File: src/rtl/vram_fetch_arbiter.sv
// Shares one single-port frame memory between the line prefetch (ping-pong line
// buffer fill) and host writes; the host takes the cycles the fetch leaves free.
module vram_fetch_arbiter #(
  parameter int unsigned H_ACTIVE = 1280,
  parameter int unsigned V_ACTIVE = 800,
  parameter int unsigned V_TOTAL  = 828,
  parameter int unsigned ADDR_W   = 20,
  parameter int unsigned RD_LAT   = 2,
  parameter int unsigned BURST    = 4
) (
  input  logic              pixel_clk,
  input  logic              reset,
  input  logic [14:0]       hpos,
  input  logic [14:0]       vpos,
  input  logic              host_valid,
  input  logic [ADDR_W-1:0] host_addr,
  input  logic [15:0]       host_data,
  output logic              host_ready,
  output logic [ADDR_W-1:0] mem_addr,
  output logic              mem_rd,
  output logic              mem_wr,
  output logic [15:0]       mem_wdata,
  input  logic [15:0]       mem_rdata,
  output logic              lb_we,
  output logic              lb_bank,
  output logic [10:0]       lb_addr,
  output logic [15:0]       lb_wdata,
  output logic              scan_bank,
  output logic              underrun,
  input  logic              underrun_clr
);

  localparam logic [1:0] IDLE  = 2'd0;
  localparam logic [1:0] FETCH = 2'd1;
  localparam logic [1:0] DRAIN = 2'd2;

  localparam int unsigned CNT_W = $clog2(BURST + 1);
  localparam logic [CNT_W-1:0]  CNT_MAX    = CNT_W'(BURST);
  localparam logic [15:0]       V_ACTIVE_L = 16'(V_ACTIVE);
  localparam logic [14:0]       V_LAST     = 15'(V_TOTAL - 1);
  localparam logic [10:0]       WORD_LAST  = 11'(H_ACTIVE - 1);
  localparam logic [ADDR_W-1:0] H_STEP     = ADDR_W'(H_ACTIVE);

  logic [1:0]        state_q, state_d;
  logic [10:0]       word_q, word_d;
  logic              bank_q, bank_d;
  logic [ADDR_W-1:0] base_q, base_d;
  logic [CNT_W-1:0]  cnt_q, cnt_d;
  logic              underrun_q;

  logic              mem_rd_q, mem_wr_q;
  logic [ADDR_W-1:0] mem_addr_q;
  logic [15:0]       mem_wdata_q;
  logic [10:0]       rd_idx_q;
  logic              rd_bank_q;

  logic [RD_LAT-1:0]       ret_v_q, ret_bank_q;
  logic [RD_LAT-1:0][10:0] ret_idx_q;

  logic        line_start, target_zero, has_target, target_bank;
  logic [15:0] vpos_inc;
  logic        fetching, host_wins, grant_fetch, grant_host, pending;

  assign line_start  = (hpos == 15'd0);
  assign vpos_inc    = {1'b0, vpos} + 16'd1;
  assign target_zero = (vpos == V_LAST);
  assign has_target  = (vpos_inc < V_ACTIVE_L) || target_zero;
  assign target_bank = target_zero ? 1'b0 : vpos_inc[0];

  assign fetching    = (state_q == FETCH);
  assign host_wins   = host_valid && (cnt_q >= CNT_MAX);
  assign grant_fetch = fetching && !host_wins;
  assign grant_host  = host_valid && (!fetching || host_wins);
  assign host_ready  = grant_host;

  // A read in the final return stage retires this cycle, so it no longer holds DRAIN.
  always_comb begin
    pending = mem_rd_q;
    for (int i = 0; i < int'(RD_LAT) - 1; i++) pending = pending | ret_v_q[i];
  end

  always_comb begin
    cnt_d = cnt_q;
    if (grant_host || !host_valid) cnt_d = '0;
    else if (grant_fetch && (cnt_q != CNT_MAX)) cnt_d = cnt_q + 1'b1;
  end

  always_comb begin
    state_d = state_q;
    word_d  = word_q;
    bank_d  = bank_q;
    base_d  = base_q;
    case (state_q)
      FETCH: begin
        if (grant_fetch) begin
          word_d = word_q + 11'd1;
          if (word_q == WORD_LAST) state_d = DRAIN;
        end
      end
      DRAIN:   if (!pending) state_d = IDLE;
      default: state_d = IDLE;
    endcase
    // A line start overrides everything: late fetches are abandoned, not finished.
    if (line_start) begin
      if (has_target) begin
        state_d = FETCH;
        word_d  = 11'd0;
        bank_d  = target_bank;
        base_d  = target_zero ? '0 : base_q + H_STEP;
      end else begin
        state_d = IDLE;
      end
    end
  end

  always_ff @(posedge pixel_clk or posedge reset) begin
    if (reset) begin
      state_q    <= IDLE;
      word_q     <= '0;
      bank_q     <= 1'b0;
      base_q     <= '0;
      cnt_q      <= '0;
      underrun_q <= 1'b0;
    end else begin
      state_q <= state_d;
      word_q  <= word_d;
      bank_q  <= bank_d;
      base_q  <= base_d;
      cnt_q   <= cnt_d;
      if (line_start && (state_q != IDLE)) underrun_q <= 1'b1;
      else if (underrun_clr)               underrun_q <= 1'b0;
    end
  end

  always_ff @(posedge pixel_clk or posedge reset) begin
    if (reset) begin
      mem_rd_q    <= 1'b0;
      mem_wr_q    <= 1'b0;
      mem_addr_q  <= '0;
      mem_wdata_q <= '0;
      rd_idx_q    <= '0;
      rd_bank_q   <= 1'b0;
    end else begin
      mem_rd_q <= grant_fetch;
      mem_wr_q <= grant_host;
      if (grant_fetch) begin
        mem_addr_q <= base_q + ADDR_W'(word_q);
        rd_idx_q   <= word_q;
        rd_bank_q  <= bank_q;
      end else if (grant_host) begin
        mem_addr_q  <= host_addr;
        mem_wdata_q <= host_data;
      end
    end
  end

  always_ff @(posedge pixel_clk or posedge reset) begin
    if (reset) begin
      ret_v_q    <= '0;
      ret_bank_q <= '0;
      ret_idx_q  <= '0;
    end else begin
      ret_v_q[0]    <= mem_rd_q;
      ret_bank_q[0] <= rd_bank_q;
      ret_idx_q[0]  <= rd_idx_q;
      for (int i = 1; i < int'(RD_LAT); i++) begin
        ret_v_q[i]    <= ret_v_q[i-1];
        ret_bank_q[i] <= ret_bank_q[i-1];
        ret_idx_q[i]  <= ret_idx_q[i-1];
      end
    end
  end

  assign mem_rd    = mem_rd_q;
  assign mem_wr    = mem_wr_q;
  assign mem_addr  = mem_addr_q;
  assign mem_wdata = mem_wdata_q;

  assign lb_we     = ret_v_q[RD_LAT-1];
  assign lb_bank   = ret_bank_q[RD_LAT-1];
  assign lb_addr   = ret_idx_q[RD_LAT-1];
  assign lb_wdata  = lb_we ? mem_rdata : 16'd0;
  assign scan_bank = vpos[0];
  assign underrun  = underrun_q;

endmodule

File: config.mk
export PLATFORM = sky130hd
export DESIGN_NAME = vram_fetch_arbiter
export DESIGN_NICKNAME = d
export VERILOG_FILES = /design/src/rtl/vram_fetch_arbiter.sv
export SDC_FILE = /design/constraint.sdc
export NUM_CORES = 1
export LEC_CHECK = 0
export BUFFER_PORTS_ARGS = -buffer_cell sky130_fd_sc_hd__buf_2
export CORE_MARGIN = 1.5
export CORE_UTILIZATION = 45
export DETAILED_ROUTE_END_ITERATION = 7
export GPL_TIMING_DRIVEN = 0
export PLACE_DENSITY = 0.87
export SYNTH_ARGS = -nofsm -noshare
export SYNTH_HDL_FRONTEND = slang
export SYNTH_SLANG_ARGS = --single-unit
File: constraint.sdc
create_clock -name pixel_clk -period 2.7 [get_ports pixel_clk]
set_input_delay 0.135 -clock pixel_clk [delete_from_list [all_inputs] [get_ports pixel_clk]]
set_output_delay 0.135 -clock pixel_clk [all_outputs]
set_load 0.02 [all_outputs]
Word-level counts from Yosys, hierarchy flattened
Cells that the tools add are included.
{"block": "word_totals", "register_bits": 114, "input_bits": 86, "out_inout_bits": 70, "word_cells": 71}
{"block": "op_classes", "add_sub_neg": 5, "n_lt_le_gt_ge": 2, "eq_ne": 8, "muxes": 19, "bitwise_logic": 2, "n_reduce_logical": 19}
{"cell": "2-to-1 mux 20 bit", "n": 3}
{"cell": "2-to-1 mux 11 bit", "n": 4}
{"cell": "adder 20 x 11 -> 20 bit", "n": 1}
{"cell": "adder 20 x 11 -> 20 bit (second input constant)", "n": 1}
{"cell": "adder 15 x 1 -> 16 bit (second input constant)", "n": 1}
{"cell": "less-than comparator 16 x 10 -> 1 bit (second input constant)", "n": 1}
{"cell": "2-to-1 mux 16 bit", "n": 1}
{"cell": "== test 15 x 10 -> 1 bit (second input constant)", "n": 1}
{"cell": "zero test 15 bit", "n": 1}
{"cell": "adder 11 x 1 -> 11 bit (second input constant)", "n": 1}
{"cell": "== test 11 bit (second input constant)", "n": 1}
{"cell": "2-to-1 mux 2 bit", "n": 4}
{"cell": "nonzero test 2 bit", "n": 4}
{"cell": "2-to-1 mux 3 bit", "n": 2}
{"cell": "inequality test 3 x 2 -> 1 bit (second input constant)", "n": 2}
{"cell": "inequality test 3 bit (second input constant)", "n": 2}
{"cell": "logical AND 1 bit", "n": 5}
{"cell": "2-to-1 mux 1 bit", "n": 4}
{"cell": "case mux 2 bit (2 select lines)", "n": 1}
{"cell": "AND reduction 2 bit", "n": 2}
{"cell": "adder 3 x 1 -> 3 bit (second input constant)", "n": 1}
{"cell": "greater-or-equal comparator 3 bit (second input constant)", "n": 1}
{"cell": "zero test 1 bit", "n": 3}
{"cell": "logical OR 1 bit", "n": 3}
{"cell": "other kinds (5)", "n": 5}

Depth between registers and ports, before layout
Gate-level depths: netlist of run 1.
{"block": "logic_depth", "ltp_word": 8, "mapped_depth": 8, "mapped_depth_nobuf": 6}

Least setup slack after synthesis of run 1
Ideal clock, no wire load.
{"block": "synth_timing", "path_kind": "input to register", "from": "input vpos[13]", "to": "register base_q[16]", "arrival_time_ps": 1725, "t_required_ps": 2565, "path_slack_ps": 840, "cell_stages": 6, "path_cell_list": "or4_4 -> or4_4 -> buf_6 -> or2_4 -> o311ai_1 -> o31ai_1"}
{"block": "synth_between", "elab_chain_len": 4}
{"element": "start, declared", "line": "14", "text": "input logic [14:0] vpos,"}
{"element": "adder 15 x 1 -> 16 bit", "line": "65", "text": "assign vpos_inc = {1'b0, vpos} + 16'd1;"}
{"element": "less-than comparator 16 x 10 -> 1 bit", "line": "67", "text": "assign has_target = (vpos_inc < V_ACTIVE_L) || target_zero;"}
{"element": "logical OR 1 bit", "line": "67"}
{"element": "AND reduction 2 bit (no line)"}
{"element": "end signal, assigned", "line": "128", "text": "base_q <= base_d;"}
{"element": "end, declared", "line": "47", "text": "logic [ADDR_W-1:0] base_q, base_d;"}
Parallel ways exist; a longest one is shown, timed or not.
A chain may end at the register's enable or synchronous reset.

Worst setup path after layout of run 1
{"block": "layout_timing", "from": "register state_q[1]", "to": "register mem_addr_q[19] (netlist: mem_addr[19])"}
{"element": "start, declared", "line": "44", "text": "logic [1:0] state_q, state_d;"}
{"element": "start signal, assigned", "line": "125", "text": "state_q <= state_d;"}
{"element": "== test 2 x 1 -> 1 bit *", "line": "70", "text": "assign fetching = (state_q == FETCH);"}
{"element": "logical AND 1 bit *", "line": "72", "text": "assign grant_fetch = fetching && !host_wins;"}
{"element": "via grant_fetch", "line": "62", "text": "logic fetching, host_wins, grant_fetch, grant_host, pending;"}
{"element": "2-to-1 mux 20 bit / nonzero test 2 bit (equally long branches)"}
{"element": "end signal, assigned", "line": "147", "text": "mem_addr_q <= base_q + ADDR_W'(word_q);"}
{"element": "end signal, assigned", "line": "151", "text": "mem_addr_q <= host_addr;"}
{"element": "end, declared", "line": "52", "text": "logic [ADDR_W-1:0] mem_addr_q;"}
Mark *: on every way through the listed nets, which the timed path passes. The rest lies on a longest branch.

==> results.toml, run 1 <==
[timing]
period_share = 0.916
tightest_slew_ps = 846
hold_violations = 0
fin_crit_ps = 2470
clock_skew_ps = 12.5
tns_ps = 0
setup_violations = 0
slew_headroom = 0.436
setup_slack_ps = 226
holdWs_ps = 9.14
rsz0062_at_grt = "false"
max_freq_ghz = 0.404
slew_violations = 0

[hold_path]
min_to = "mem_addr[2]"
hold_path_depth = 3
min_from = "host_addr[2]"
hold_path.class = "in -> reg"

[routing]
wirelength_um = 11500
drc = 0
drtAntennaViolNets = 0
avgViaCountPerCell = 5.11
vias = 4030
dr.pass1.iters = 4
routedWlPerCell_um = 14.6
drt_iter0_markers = 306

[global_routing]
antenna_found_initial = 0
grt_usage = 0.223
grt_remaining_overflow = 0
grt_pass1_vias = 4107
grt_max_degree = 41
grt_pass1_wl_um = 19300

[cts]
cts.reportedPaths.clkPinSlew_ps = 110
postCtsSetupBuffers = 0
cts.root.buffer_cell = "clkbuf_8"
ctsHtreeMaxLevel = 3
cts_tree = "done"
clockBufferDepth = 2
insertion_delay_ps = 370
cts_sinks = 106
numCtsBuffers = 9

[synth]
yosys.cell_types.count = 50
async_flop_share = 1.00
synth.yosys.seq_area_share = 0.580
yosys.area.top_type = "dfrtp_1"
synth_edf_count = 0
synth_nets = 547
synth_most_common_cell = "dfrtp_1"
synth_top_cells_by_count = "106 x dfrtp_1, 97 x nand2_1, 44 x nor2_1"
yosysWarnings = 0
syn_area_sq_um = 4570
synth_top_area_share = 0.580
synth_ff_type = "dfrtp_1"
synth_seq_cells = 106
yosys-top-cells-area = "dfrtp_1 58%, nand2_1 8.0%, nor2_1 3.6%, xnor2_1 2.9%, and2_1 2.3%"
avgSynthCellArea_sq_um = 10.1
netlist_instances = 454

[placed_design]
io_buffer_count = 155
gp_congestion = 0.812
dp_hpwl_um = 8200
post-place-ws_ps = 224
dpl.cell_count = 744

[floorplanning]
num_rows = 36
die_width_um = 104
core_sq_um = 9820
io_pins = 156
die_area_sq_um = 10800
die_h_um = 104
start_util = 0.466

[setup_path]
critical_path_class = "reg -> reg"
arrival_ps = 2700
required_ps = 2930
rrSetupSlack_ps = 230
timing.rr.end = "mem_addr[19]"
crit_fanout = 10
r2r-start = "state_q[1]"
crit_path_start_kind = "flip-flop"
cp-startpoint = "state_q[1]"
cp-end-kind = "flip-flop"
worstRegToRegCells = 7

[power]
cellPowerDensity_nw_per_um2 = 489
leakage_uw = 0.00310
peakVddDrop_mv = 0.234

[final_layout]
regArea_sq_um = 2650
fin_cells = 789
multi_input_area_sq_um = 1700
nNetsFinal = 744
area_growth_pct = 32.2
n_fill_cell = 834
drive_above_1_share = 0.306
diodes = 0

[run_status]
status = "finished, final reports clean"

[flow_run]
cap_violations = 0
## flip-flops by register name, indices dropped and copies added (netlist names)
signal and count:
ret_v_q 2, lb_addr 11, word_q 11, mem_wdata 16, cnt_q 3, bank_q 1
underrun 1, ret_bank_q 2, state_q 2, base_q 12, rd_idx_q 11, rd_bank_q 1
mem_addr 20, mem_wr 1, ret_idx_q 11, mem_rd 1
## final cells by class
type,instances,share of cell area
Buffer,28,0.0277
Clock buffer,10,0.0228
Clock inverter,6,0.00931
Inverter,14,0.00931
Multi-Input combinational cell,306,0.282
Sequential cell,106,0.439
Tap cell,133,0.0275
Timing Repair Buffer,186,0.183
## timing repair
action	4_1_cts	5_1_grt
hold buffers	29	0
hold endpoints to repair	67	0
setup endpoints to repair	0	1
resized for setup	0	1
## through the flow
step,total power [uW],utilization,area [sq um]
finish,2960,0.616,6050
global route,3080,0.616,6050
CTS,2970,0.615,6040
detailed placement,2000,0.566,5560
global placement,1980,0.562,5520
floorplan,1850,-,4580
## how the worst max path moves through the flow
stage	end	slack [ps]	depth (start not counted)
2_1_floorplan	base_q[16]	840	6
3_3_place_gp	mem_addr[13]	310	7
3_5_place_dp	mem_addr[19]	220	7
4_1_cts	host_ready	90	5
5_1_grt	mem_addr[13]	40	7
6_report	mem_addr[19]	230	7
## cells in the final DEF (no fill, tap or decap), types with 11 or more instances in the layout
| cell type | n |
|---|---|
| a21oi_1 | 14 |
| clkbuf_1 | 11 |
| nor2_1 | 44 |
| inv_1 | 12 |
| o22ai_1 | 17 |
| dlygate4sd3_1 | 29 |
| dfrtp_1 | 106 |
| buf_2 | 157 |
| o21ai_0 | 12 |
| and2_1 | 17 |
| buf_4 | 12 |
| nand2_1 | 97 |
| xnor2_1 | 15 |
| nand3_1 | 11 |
## cells by family (layout without fill, tap and decap cells)
kind of cell | after synthesis | in the layout | share of synthesized area
adder cells (fa/ha/maj) | 7 | 7 | 0.0192
AO/OA/AOI/OAI | 68 | 68 | 0.0999
buffers and inverters | 42 | 244 | 0.0482
XOR/XNOR | 20 | 20 | 0.0383
multiplexers | 2 | 2 | 0.00438
AND/OR/NAND/NOR | 209 | 209 | 0.210
flip-flops | 106 | 106 | 0.580
## worst max-delay path: stages, from the launching register on
cell      delay [ps]
dfrtp_1          420
nor2b_1          110
buf_2            210
nand2_1          270
inv_1            220
buf_1            400
clkbuf_1         540
a21oi_1          150
## metal layers
layer | wire length [um] | vias to the layer above | GRT usage
met2 | 5890 | 163 | 0.400
li1 | - | 1920 | -
met3 | 783 | 13 | 0.0434
met1 | 4740 | 1934 | 0.275
met5 | 0 | - | 0
met4 | 111 | 0 | 0.0556
## where the power goes
group	internal (uW)	switching [uW]
combinational	146	196
sequential	1630	25.5
clock	382	571
Note: power is estimated with default switching activity, not from simulation.
==> run 2: changes to the inputs <==
- CORE_MARGIN: 1.5 -> default
- PLACE_DENSITY: 0.87 -> 0.73
==> run 2 against run 1 <==
Against the previous run:
- first-iteration DRC count shrank 62%
- clock-buffer cell count is the same
- sequential power is essentially flat
- maximum frequency shrank 0.45%
- via count shrank 0.47%
- design area shrank 0.37%
- core utilization shrank 0.23 points
- clock power grew 3.5%
- non-clock buffer count shrank 3
- sequential share of layout area grew 0.16 points
- global-route usage shrank 0.58 points
- register-to-register slack is essentially flat
- largest cell class unchanged
- largest power group unchanged
==> results.toml, run 2 (synthesis results as in run 1) <==
[timing]
setup_slack_ps = 215
clock_skew_ps = 9.69
slew_headroom = 0.455
tightest_slew_ps = 817
period_share = 0.921
rsz0062_at_grt = "false"
max_freq_ghz = 0.402
slew_violations = 0
fin_crit_ps = 2490
hold_violations = 0
tns_ps = 0
setup_violations = 0

[routing]
dr.pass1.iters = 4
wirelength_um = 11300
drt_iter0_markers = 117
avgViaCountPerCell = 5.10
routedWlPerCell_um = 14.3
vias = 4011
drtAntennaViolNets = 0
drc = 0

[flow_run]
cap_violations = 0

[hold_path]
min_from = "host_addr[5]"
hold_path.class = "in -> reg"
min_to = "mem_addr[5]"
hold_path_depth = 3

[floorplanning]
die_area_sq_um = 10600
io_pins = 156
die_width_um = 103
num_rows = 36
start_util = 0.466
core_sq_um = 9820
die_h_um = 103

[setup_path]
rrSetupSlack_ps = 210
crit_fanout = 10
required_ps = 2920
arrival_ps = 2700
timing.rr.end = "mem_addr[16]"
r2r-start = "state_q[1]"
crit_path_start_kind = "flip-flop"
worstRegToRegCells = 7
crit_slowest_cell = "clkbuf_1"
slowest_delay_ps = 560
crit_chain = "nor2b_1, buf_2, nand2_1, inv_1, buf_1, clkbuf_1, a21oi_1"
critical_path_class = "reg -> reg"
cp-end-kind = "flip-flop"

[final_layout]
diodes = 0
largest_register_ffs = 20
most-common-layout-cells = "157 x buf_2, 106 x dfrtp_1, 97 x nand2_1, 44 x nor2_1, 26 x dlygate4sd3_1"
drive_above_1_share = 0.308
nNetsFinal = 741
fin_util = 0.613
fin_cells = 786
layout_commonest_cell = "buf_2"
area_growth_pct = 31.7
n_fill_cell = 855

[placed_design]
dpl.cell_count = 744
io_buffer_count = 155
dp_hpwl_um = 7960
post-place-ws_ps = 255
gp_congestion = 0.865

[global_routing]
grt_max_degree = 44
grt_pass1_vias = 3784
grt_remaining_overflow = 0
grt_usage = 0.217
antenna_found_initial = 0
grt_pass1_wl_um = 17700

[power]
cellPowerDensity_nw_per_um2 = 496
leakage_uw = 0.00309
p_total_uw = 2990
peakVddDrop_mv = 0.351

[cts]
cts.root.buffer_cell = "clkbuf_8"
numCtsBuffers = 9
ctsHtreeMaxLevel = 3
cts.reportedPaths.clkPinSlew_ps = 100
cts_sinks = 106
clockBufferDepth = 2
insertion_delay_ps = 360
cts_tree = "done"

[run_status]
status = "finished, final reports clean"
[run 2: cell types whose count changed in the layout (fill, tap and decap cells not counted), sizes merged]
| cell | delta |
|---|---|
| dlygate4sd3 | -3 |
| inv | -2 |
| bufinv | +1 |
| clkinv | +1 |
[run 2: worst max-delay path: cells and delay by family, from the launching register on]
kind,cells,cell delay [ps]
buffers and inverters,4,1400
AOI/OAI and AO/OA,1,160
and+or+nand+nor,2,370
DFF,1,410
[run 2: final cells by class]
class                           count  area [sq um]  area share
Clock inverter                      6          72.6      0.0120
Multi-Input combinational cell    306          1700       0.283
Buffer                             28           168      0.0278
Sequential cell                   106          2650       0.440
Clock buffer                       10           128      0.0212
Inverter                           14          57.6     0.00956
Timing Repair Buffer              183          1080       0.179
Tap cell                          133           166      0.0276
[run 2: what timing repair did]
item,in CTS,in global routing
endpoints found under the setup margin,1,1
endpoints found under the hold margin,50,0
hold buffers,26,0
gates resized for setup,1,1
buffers inserted,0,0
[run 2: stage by stage]
stage               hold WS [ps]  cell area [sq um]
global placement             325               5520
CTS                         2.02               6020
detailed placement           220               5560
floorplan                    228               4580
finish                      3.95               6020
global route                13.5               6020
[run 2: worst max path at each step]
stage / to / slack (ps) / from
floorplan: base_q[16] / 840 / vpos[13]
global placement: mem_addr[15] / 270 / state_q[1]
detailed placement: mem_addr[15] / 250 / state_q[1]
CTS: host_ready / 110 / state_q[1]
global route: mem_addr[18] / 60 / state_q[0]
finish: mem_addr[16] / 210 / state_q[1]
[run 2: metal layers]
layer / vias to the layer above / global-route usage / share of wire
met2: 122 / 0.375 / 0.52
li1: 1927 / - / -
met5: - / 0 / 0
met4: 0 / 0.0769 / 0.018
met1: 1943 / 0.277 / 0.42
met3: 19 / 0.0332 / 0.042
[run 2: report_power, final]
part	internal, uW	total (uW)	switching (uW)
Clock	440	986	547
Combinational	143	341	199
Sequential	1630	1660	27.1
Total	2220	2990	772
==> run 3: changes to the inputs <==
==> constraint.sdc (replaced) <==
create_clock -name pixel_clk -period 2.7 [get_ports pixel_clk]
set_input_delay 0.27 -clock pixel_clk [delete_from_list [all_inputs] [get_ports pixel_clk]]
set_output_delay 0.27 -clock pixel_clk [all_outputs]
set_load 0.02 [all_outputs]
==> run 3 against run 2 <==
Against the previous run:
- non-clock buffer count down 25
- core utilization down 2.5 points
- worst setup slack worse by 12 ps
- clock skew decreased by 0.68 ps
- largest power group unchanged
- critical path depth unchanged
- via count fell by 4.2%
- clock-buffer cell count unchanged
- maximum frequency is 0.49% lower
- flip-flop and latch count unchanged
- critical path type unchanged
- largest cell class unchanged
- sequential share of layout area is 1.9 points higher
- sequential power about the same
- worst hold slack improved by 89 ps
==> results.toml, run 3 (synthesis results as in run 1) <==
[cts]
clockBufferDepth = 2
cts.root.buffer_cell = "clkbuf_8"
insertion_delay_ps = 360
cts.reportedPaths.clkPinSlew_ps = 100
postCtsSetupBuffers = 0
cts_sinks = 106
cts_tree = "done"
numCtsBuffers = 9
ctsHtreeMaxLevel = 3

[final_layout]
finalInstanceArea_sq_um = 5770
largest_register_ffs = 20
n_fill_cell = 905
drive_above_1_share = 0.320
area_growth_pct = 26.3
most-common-layout-cells = "157 x buf_2, 106 x dfrtp_1, 97 x nand2_1, 44 x nor2_1"
layout_commonest_cell = "buf_2"
nNetsFinal = 716
diodes = 0

[global_routing]
grt_remaining_overflow = 0
antenna_found_initial = 0
grt_pass1_vias = 3575
grt_max_degree = 44
grt_usage = 0.206
grt_pass1_wl_um = 16800

[power]
cellPowerDensity_nw_per_um2 = 511
peakVddDrop_mv = 0.351
leakage_uw = 0.00298

[routing]
drc = 0
routedWlPerCell_um = 14.0
vias = 3842
avgViaCountPerCell = 5.05
drtAntennaViolNets = 0
wirelength_um = 10700
drt_iter0_markers = 135
dr.pass1.iters = 4

[placed_design]
dp_hpwl_um = 7960
io_buffer_count = 155
dpl_cell_area_sq_um = 5560
post-place-ws_ps = 255
gp_congestion = 0.865

[setup_path]
crit_path_start_kind = "flip-flop"
arrival_ps = 2710
required_ps = 2910
cp-end-kind = "flip-flop"
crit_fanout = 10
critical_path_class = "reg -> reg"

[floorplanning]
die_width_um = 103
die_h_um = 103
die_area_sq_um = 10600
num_rows = 36
start_util = 0.466
io_pins = 156
core_sq_um = 9820

[timing]
slew_violations = 0
setup_slack_ps = 202
period_share = 0.925
setup_violations = 0
tightest_slew_ps = 824
fin_crit_ps = 2500
rsz0062_at_grt = "false"
clock_skew_ps = 9.01
tns_ps = 0
max_freq_ghz = 0.400
slew_headroom = 0.451
hold_violations = 0

[run_status]
status = "finished, final reports clean"

[flow_run]
cap_violations = 0

[hold_path]
hold_path.class = "in -> reg"
## run 3: worst paths after layout
path                                from             to  slack [ps]  cells past startpoint
max                           state_q[1]   mem_addr[16]         200                      7
min reg2reg                 ret_idx_q[1]     lb_addr[1]         350                      0
max in group asynchronous          reset       cnt_q[2]        1340                      5
min                        host_data[12]  mem_wdata[12]          90                      3
min in group asynchronous          reset     lb_addr[5]         500                      3
max reg2reg                   state_q[1]   mem_addr[16]         200                      7
## run 3: final cells by class
type / count / area [sq um] / area share
Timing Repair Buffer: 158 / 826 / 0.143
Clock inverter: 6 / 72.6 / 0.0126
Buffer: 28 / 168 / 0.0290
Clock buffer: 10 / 128 / 0.0221
Sequential cell: 106 / 2650 / 0.459
Multi-Input combinational cell: 306 / 1700 / 0.295
Inverter: 14 / 57.6 / 0.00997
Tap cell: 133 / 166 / 0.0288
## run 3: worst max-delay path: stages (launching register included)
cell and delay [ps]:
dfrtp_1 410, nor2b_1 100, buf_2 220, nand2_1 270, inv_1 210, buf_1 410, clkbuf_1 560, a21oi_1 150
## run 3: repair_timing
action,CTS,global route
setup endpoints to repair,1,0
endpoints found under the hold margin,25,0
hold buffers,1,0
gates resized for setup,2,0
## run 3: metrics by stage
step                      power (uW)   util  hold slack, ps  instances
after global placement          1990  0.562             332        742
after floorplan                 1850      -             331        454
after detailed placement        2000  0.566             335        744
final                           2950  0.588            93.0        761
after global routing            3080  0.588            78.3        761
after CTS                       2980  0.588            79.4        761
## run 3: layer usage
metal | track usage | routed length, um
met3 | 0.0305 | 436
met2 | 0.353 | 5450
met4 | 0.0618 | 121
met5 | 0 | 0
met1 | 0.271 | 4640
## run 3: power breakdown
group,total (uW),leakage [uW],internal [uW],switching (uW)
clock,980,0.0000975,440,540
sequential,1660,0.00135,1630,26.0
combinational,307,0.00153,119,187
